File: config.mk
export PLATFORM = sky130hd
export DESIGN_NAME = x_sample_feeder
export DESIGN_NICKNAME = d
export VERILOG_FILES = /design/src/rtl/x_sample_feeder.sv
export SDC_FILE = /design/constraint.sdc
export NUM_CORES = 1
export LEC_CHECK = 0
export BUFFER_PORTS_ARGS = -buffer_cell sky130_fd_sc_hd__clkbuf_2
export CAP_MARGIN = 20
export CORE_UTILIZATION = 57
export CTS_CLUSTER_SIZE = 20
export DETAILED_ROUTE_END_ITERATION = 8
export HOLD_SLACK_MARGIN = 0.12
export PLACE_DENSITY_LB_ADDON = 0.15
export RECOVER_POWER = 50
export SKIP_LAST_GASP = 1
export SYNTH_ARGS = -nofsm -noshare
export SYNTH_HDL_FRONTEND = slang
export SYNTH_SLANG_ARGS = --single-unit
File: constraint.sdc
create_clock -name CLK -period 3.65 [get_ports CLK]
set_clock_uncertainty 0.2 [all_clocks]
set_input_delay 0.365 -clock CLK [delete_from_list [all_inputs] [get_ports CLK]]
set_output_delay 0.365 -clock CLK [all_outputs]
set_load 0.05 [all_outputs]
File: src/rtl/x_sample_feeder.sv
// Circular-FIFO sample feeder for the time-multiplexed FIR: buffers an input stream and
// presents one sample on xOut per xSEL strobe. Define XFEED_HOLD_LAST_EN to hold xOut on underflow.
module x_sample_feeder #(
    parameter int WII   = 2,
    parameter int WFI   = 6,
    parameter int DEPTH = 8,
    parameter int PRIME = 2
) (
    input  logic                              CLK,
    input  logic                              RST,
    input  logic                              in_valid,
    input  logic signed [WII+WFI-1:0]         in_data,
    output logic                              in_ready,
    input  logic                              xSEL,
    output logic signed [WII+WFI-1:0]         xOut,
    output logic        [$clog2(DEPTH):0]     level,
    output logic                              primed,
    output logic                              underflow,
    output logic        [7:0]                 uf_count
);

    localparam int W  = WII + WFI;
    localparam int AW = $clog2(DEPTH);
    localparam int LW = AW + 1;

    typedef enum logic [1:0] {PRIMING, RUN, STARVED} state_t;

    state_t                state;
    logic signed [W-1:0]   mem [DEPTH];
    logic        [AW-1:0]  wr_ptr;
    logic        [AW-1:0]  rd_ptr;
    logic                  push;
    logic                  pop;
    logic                  uf_event;

    function automatic logic [7:0] sat_inc(input logic [7:0] v);
        return (v == 8'hFF) ? v : v + 8'd1;
    endfunction

    // Ready looks only at the registered level, so a full FIFO refuses a push even when a pop coincides.
    assign in_ready = (level < LW'(DEPTH));
    assign push     = in_valid && in_ready;
    assign pop      = xSEL && (state == RUN) && (level != '0);
    assign uf_event = xSEL && (state != PRIMING) && (level == '0);

    always_ff @(posedge CLK) begin
        if (push)
            mem[wr_ptr] <= in_data;
    end

    always_ff @(posedge CLK) begin
        if (RST) begin
            state     <= PRIMING;
            wr_ptr    <= '0;
            rd_ptr    <= '0;
            level     <= '0;
            xOut      <= '0;
            primed    <= 1'b0;
            underflow <= 1'b0;
            uf_count  <= '0;
        end else begin
            if (push)
                wr_ptr <= wr_ptr + AW'(1);

            if (pop) begin
                xOut   <= mem[rd_ptr];
                rd_ptr <= rd_ptr + AW'(1);
            end

            if (push && !pop)
                level <= level + LW'(1);
            else if (pop && !push)
                level <= level - LW'(1);

            // A push landing on an empty FIFO is never bypassed to the output; the strobe counts as underflow.
            if (uf_event) begin
`ifndef XFEED_HOLD_LAST_EN
                xOut <= '0;
`endif
                underflow <= 1'b1;
                uf_count  <= sat_inc(uf_count);
            end

            case (state)
                PRIMING: begin
                    if (level >= LW'(PRIME)) begin
                        state  <= RUN;
                        primed <= 1'b1;
                    end
                end
                RUN: begin
                    if (uf_event)
                        state <= STARVED;
                end
                STARVED: begin
                    if (level != '0)
                        state <= RUN;
                end
                default: state <= PRIMING;
            endcase
        end
    end

endmodule

# == After elaboration in Yosys (flattened, before gate mapping) ==
# Memory sizes are Yosys's and may differ from the RTL's. A register that Yosys moved wholly into a read port is not among the register bits.
# Cells that the tools add are included.
# word_totals
register_bits,22
ramBits,64
out_inout_bits,23
word_cells,48
memories,1
# mem_list
name,words,word_bits,read_ports,rd_clocked_by_memory_dff,write_ports,line_no,rtl
mem,8,8,1,1,1,29,logic signed [W-1:0] mem [DEPTH];
# classes
n_addsub,5
order_cmp,2
n_eq_ne,6
n_mux,8
bitwise_logic,1
reduce_logical,18
# op_table
cell,count
"8-bit by 1-bit adder with 8-bit output, second input constant",1
"8-bit == test, second input constant",1
4-bit 2-to-1 mux,2
1-bit logical AND,7
"3-bit by 1-bit adder with 3-bit output, second input constant",2
2-bit 2-to-1 mux,3
"2-bit inequality test, second input constant",3
2-bit case mux with 3 select lines,1
"4-bit by 1-bit adder with 4-bit output, second input constant",1
"4-bit by 2-bit greater-or-equal comparator with 1-bit output, second input constant",1
4-bit logical NOT,1
"4-bit less-than comparator, second input constant",1
2-bit AND reduction,2
2-bit nonzero test,2
4-bit nonzero test,1
"4-bit by 1-bit subtractor with 4-bit output, second input constant",1
3-bit AND reduction,1
"2-bit by 1-bit == test with 1-bit output, second input constant",1
"2-bit == test, second input constant",1
1-bit logical NOT,2
2-bit logical NOT,1
1-bit 2-to-1 mux,2
2-bit OR reduction,1
1-bit inverter,1

# == Logic depth before layout (Yosys ltp) ==
# logic_depth
ltp_word,6
mapped_depth,11

# == Least setup slack after synthesis ==
# Ideal clock, no wire load.
# synth_path
kind,register -> register
from,reg level[0]
to,reg level[3]
setup_time_ps,121
arrival_ps,2766
required_ps,3329
path_slack_ps,563
stages_incl_launch_ff,12
n_path_buf,1
period_less_slack_ps,3087
path_cell_list,dfxtp_1 -> or4_4 -> buf_6 -> and2_2 -> inv_1 -> ha_1 -> inv_1 -> ha_1 -> a21oi_1 -> a211oi_1 -> a31oi_1 -> mux2_2
# synth_between
elab_chain_cells,5
# synth_rtl
element,line_no,rtl
"start, declared",16,"output logic [$clog2(DEPTH):0] level,"
"start signal, assigned",71,level <= level + LW'(1);
"start signal, assigned",73,level <= level - LW'(1);
4-bit less-than comparator / 4-bit nonzero test (equally long branches),"41, 43",
1-bit logical AND (on tied branches),"42, 43",
1-bit logical NOT (on tied branches),"72, 70",
1-bit logical AND (on tied branches),"72, 70",
2-bit nonzero test (no line) / 4-bit 2-to-1 mux (equally long branches),-,
# Several ways; a longest one is shown, not always the timed one. The select of a mux whose other input is x is not followed.
# A chain may end at the register's enable or synchronous reset.

# == Final worst setup path ==
# Same ends and word-level chain as after synthesis.

==> run metrics <==
crit start category register; minimum clock period between 3000 and 4000 ps; fillers 482; CP Capture Type register; H-tree depth 3; Crit path max-delay family simple AND/OR/NAND/NOR gates; Max Fanout on Critical Path 11; number of enable flip-flop cells after synthesis 64; Hold Crit Class in -> reg; Synth Cell Area between 3000 and 4000 um^2; Reg2Reg Setup Slack 460 ps; max cap viols 0; syn_nets ~270; DR iter-0 viols 119; vias in the first global route 2105; HPWL Detailed 4.21 mm; FF+latch count, synth 94; Tot GR Track Use 0.212; P_leak around 1.4 nW; Worst Path Required 3700 ps; DR vias 2212; status complete, no violations; YS warnings 0; CP arrival roughly 3200 ps; first-pass GRT wire length 10.9 mm; Buf+Inv Stages, Crit Path 2; initial core utilization 0.592; RePlAce Congestion 0.760; FF-to-FF Start level[0]; PwrDens 626 nW/um^2; Clock Latency Late Sink 350 ps; hold path cells 4; first drt pass iteration count 4; Longest Clk Path Bufs 2; maximum clock rate 0.314 GHz; share of layout cells above drive strength 1 0.158; number of buffers created by CTS 9; Critical Path, Cell by Cell or4_1, and2_2, inv_1, ha_1, inv_1, ha_1, a21oi_1, a211oi_1, a31oi_1, mux2_2; Clock Tree Root clkbuf_8; largest net degree at the start of global routing 27; final setup TNS 0 ps; n_diodes 0; # hold bufs at CTS 8; register area 2520 um^2; routed length per instance 17.6 um; initial antenna violation count 0; Die Area 6920 um^2; Via density between 5 and 6; Multi-input gate area 1160 um^2; CTS sink cnt 94; Post-DP Area 4000 um^2; CP max stage delay just over 700 ps; WL final roughly 6.7 mm; Post-Syn Instances 254; Worst slew margin 0.349; Worst-Margin Slew 973 ps; Synth cell types 40; TritonCTS clock tree yes; Final setup viols 0; Core Box Area ~6300 um^2; final slew viol count 0; reg2reg path depth 10; Congestion Overflow GR 0; I/O Pins 35; cts repair resizes 0; Final Core Density 0.667; period utilization 0.873; Die Span X around 83 um; Post-synth ARST share 0; Final ANT Viol Nets 0; I/O Buffers 34; Seq/Total Area, Yosys 0.672; Top FF cell, synth edfxtp_1; Setup Fix Bufs, Post-CTS 0; area grow syn2layout 12.8%; crit path capture level[3]; CP max stage cell or4_1; Syn Area/Cell 14.8 um^2; Die Y 83.2 um; Final Hold Fails 0; DRC 0; clk slew on worst S/H paths about 90 ps; RSZ-0062 raised after global routing no; Core Rows 29; critical path class reg -> reg; maximum vdd ir drop roughly 0.43 mV; Crit. path cell count 10; RR Endpoint level[3]; post-route cell area approximately 4200 um^2; # nets final ~320; Critical Path Start level[0]
## layout by cell type (no fill, tap or decap), types with 2 or more instances in the layout
cell	count
clkbuf_8	9
clkbuf_1	26
nor3_1	5
nand2_1	21
nand3_1	5
buf_4	2
xnor2_1	6
o21ai_0	2
a211oi_1	3
inv_6	2
edfxtp_1	64
ha_1	6
dfxtp_1	30
a2111oi_0	2
dlygate4sd3_1	8
mux2i_1	4
clkinv_2	2
a21oi_1	5
and4_1	2
a311oi_1	2
a22oi_1	8
nor2_1	31
clkbuf_2	10
a31oi_1	2
inv_1	6
xor2_1	4
nand2b_1	3
mux4_2	16
## worst reg2reg max path, delay by kind of cell, from the launching register on
kind                     cells  cell delay [ps]
AO/OA/AOI/OAI                3              470
adder cells (fa/ha/maj)      2              490
buffers and inverters        2              160
flip-flops                   1              410
multiplexers                 1              350
AND/OR/NAND/NOR              2             1000
## report_power, final
group          internal, mW  switching [mW]
logic                 0.229           0.405
registers              1.24          0.0893
clock network         0.325           0.369
total                  1.79           0.863
## final cells by class
class | instances | area share
flip-flops and latches | 94 | 0.595
multi-input cells | 143 | 0.274
repair buffers | 45 | 0.0564
clock buffers | 10 | 0.0301
well taps | 77 | 0.0227
clock inverters | 6 | 0.0162
inverters | 6 | 0.00532
## stage by stage
stage | std cells | hold slack (ps) | worst slack (ps) | total power, mW
final | 381 | 224 | 463 | 2.65
after global routing | 381 | 261 | 306 | 2.79
after CTS | 381 | 221 | 638 | 2.69
after detailed placement | 357 | 230 | 665 | 2.00
after global placement | 357 | 223 | 724 | 1.98
after floorplan | 254 | 264 | 563 | 1.86
## per-layer routing
layer | wire (um) | share of wire | global-route usage | vias up
li1 | - | - | - | 1054
met1 | 3110 | 0.46 | 0.301 | 1083
met2 | 3220 | 0.48 | 0.311 | 63
met3 | 250 | 0.037 | 0.0537 | 12
met4 | 125 | 0.019 | 0.0987 | 0
met5 | 0 | 0 | 0 | -
## synth_stat cells (all sizes together), types with 3 or more instances
master	instances	area, um^2
edfxtp	64	1920
nor2	31	116
dfxtp	30	601
nand2	21	78.8
mux4	16	360
a22oi	8	60.1
clkbuf	7	26.3
ha	6	75.1
inv	6	22.5
nor3	6	30.0
xnor2	6	52.6
a21oi	5	25.0
nand3	5	25.0
buf	4	25.0
mux2i	4	40.0
xor2	4	35.0
a211oi	3	22.5
nand2b	3	18.8
## state kept, by name (all words and copies together) (netlist names)
| register | cells |
|---|---|
| state | 2 |
| level | 4 |
| underflow | 1 |
| wr_ptr | 3 |
| xOut | 8 |
| primed | 1 |
| mem | 64 |
| uf_count | 8 |
| rd_ptr | 3 |
## how the worst min path moves through the flow
stage               startpoint  slack (ps)        end
floorplan           in_data[0]         260  mem[0][0]
CTS                       xSEL         220   state[0]
detailed placement     xOut[1]         230    xOut[1]
finish                    xSEL         220   state[0]
global route              xSEL         260   state[0]
global placement       xOut[1]         220    xOut[1]
## logic make-up after synthesis
logic type               share of synthesized area
multiplexers                                 0.110
adder cells (fa/ha/maj)                     0.0253
AND/OR/NAND/NOR                             0.0996
flip-flops                                   0.672
XOR/XNOR                                    0.0233
AO/OA/AOI/OAI                               0.0510
buffers and inverters                       0.0197
No activity file was read; power rests on OpenSTA's default activity.
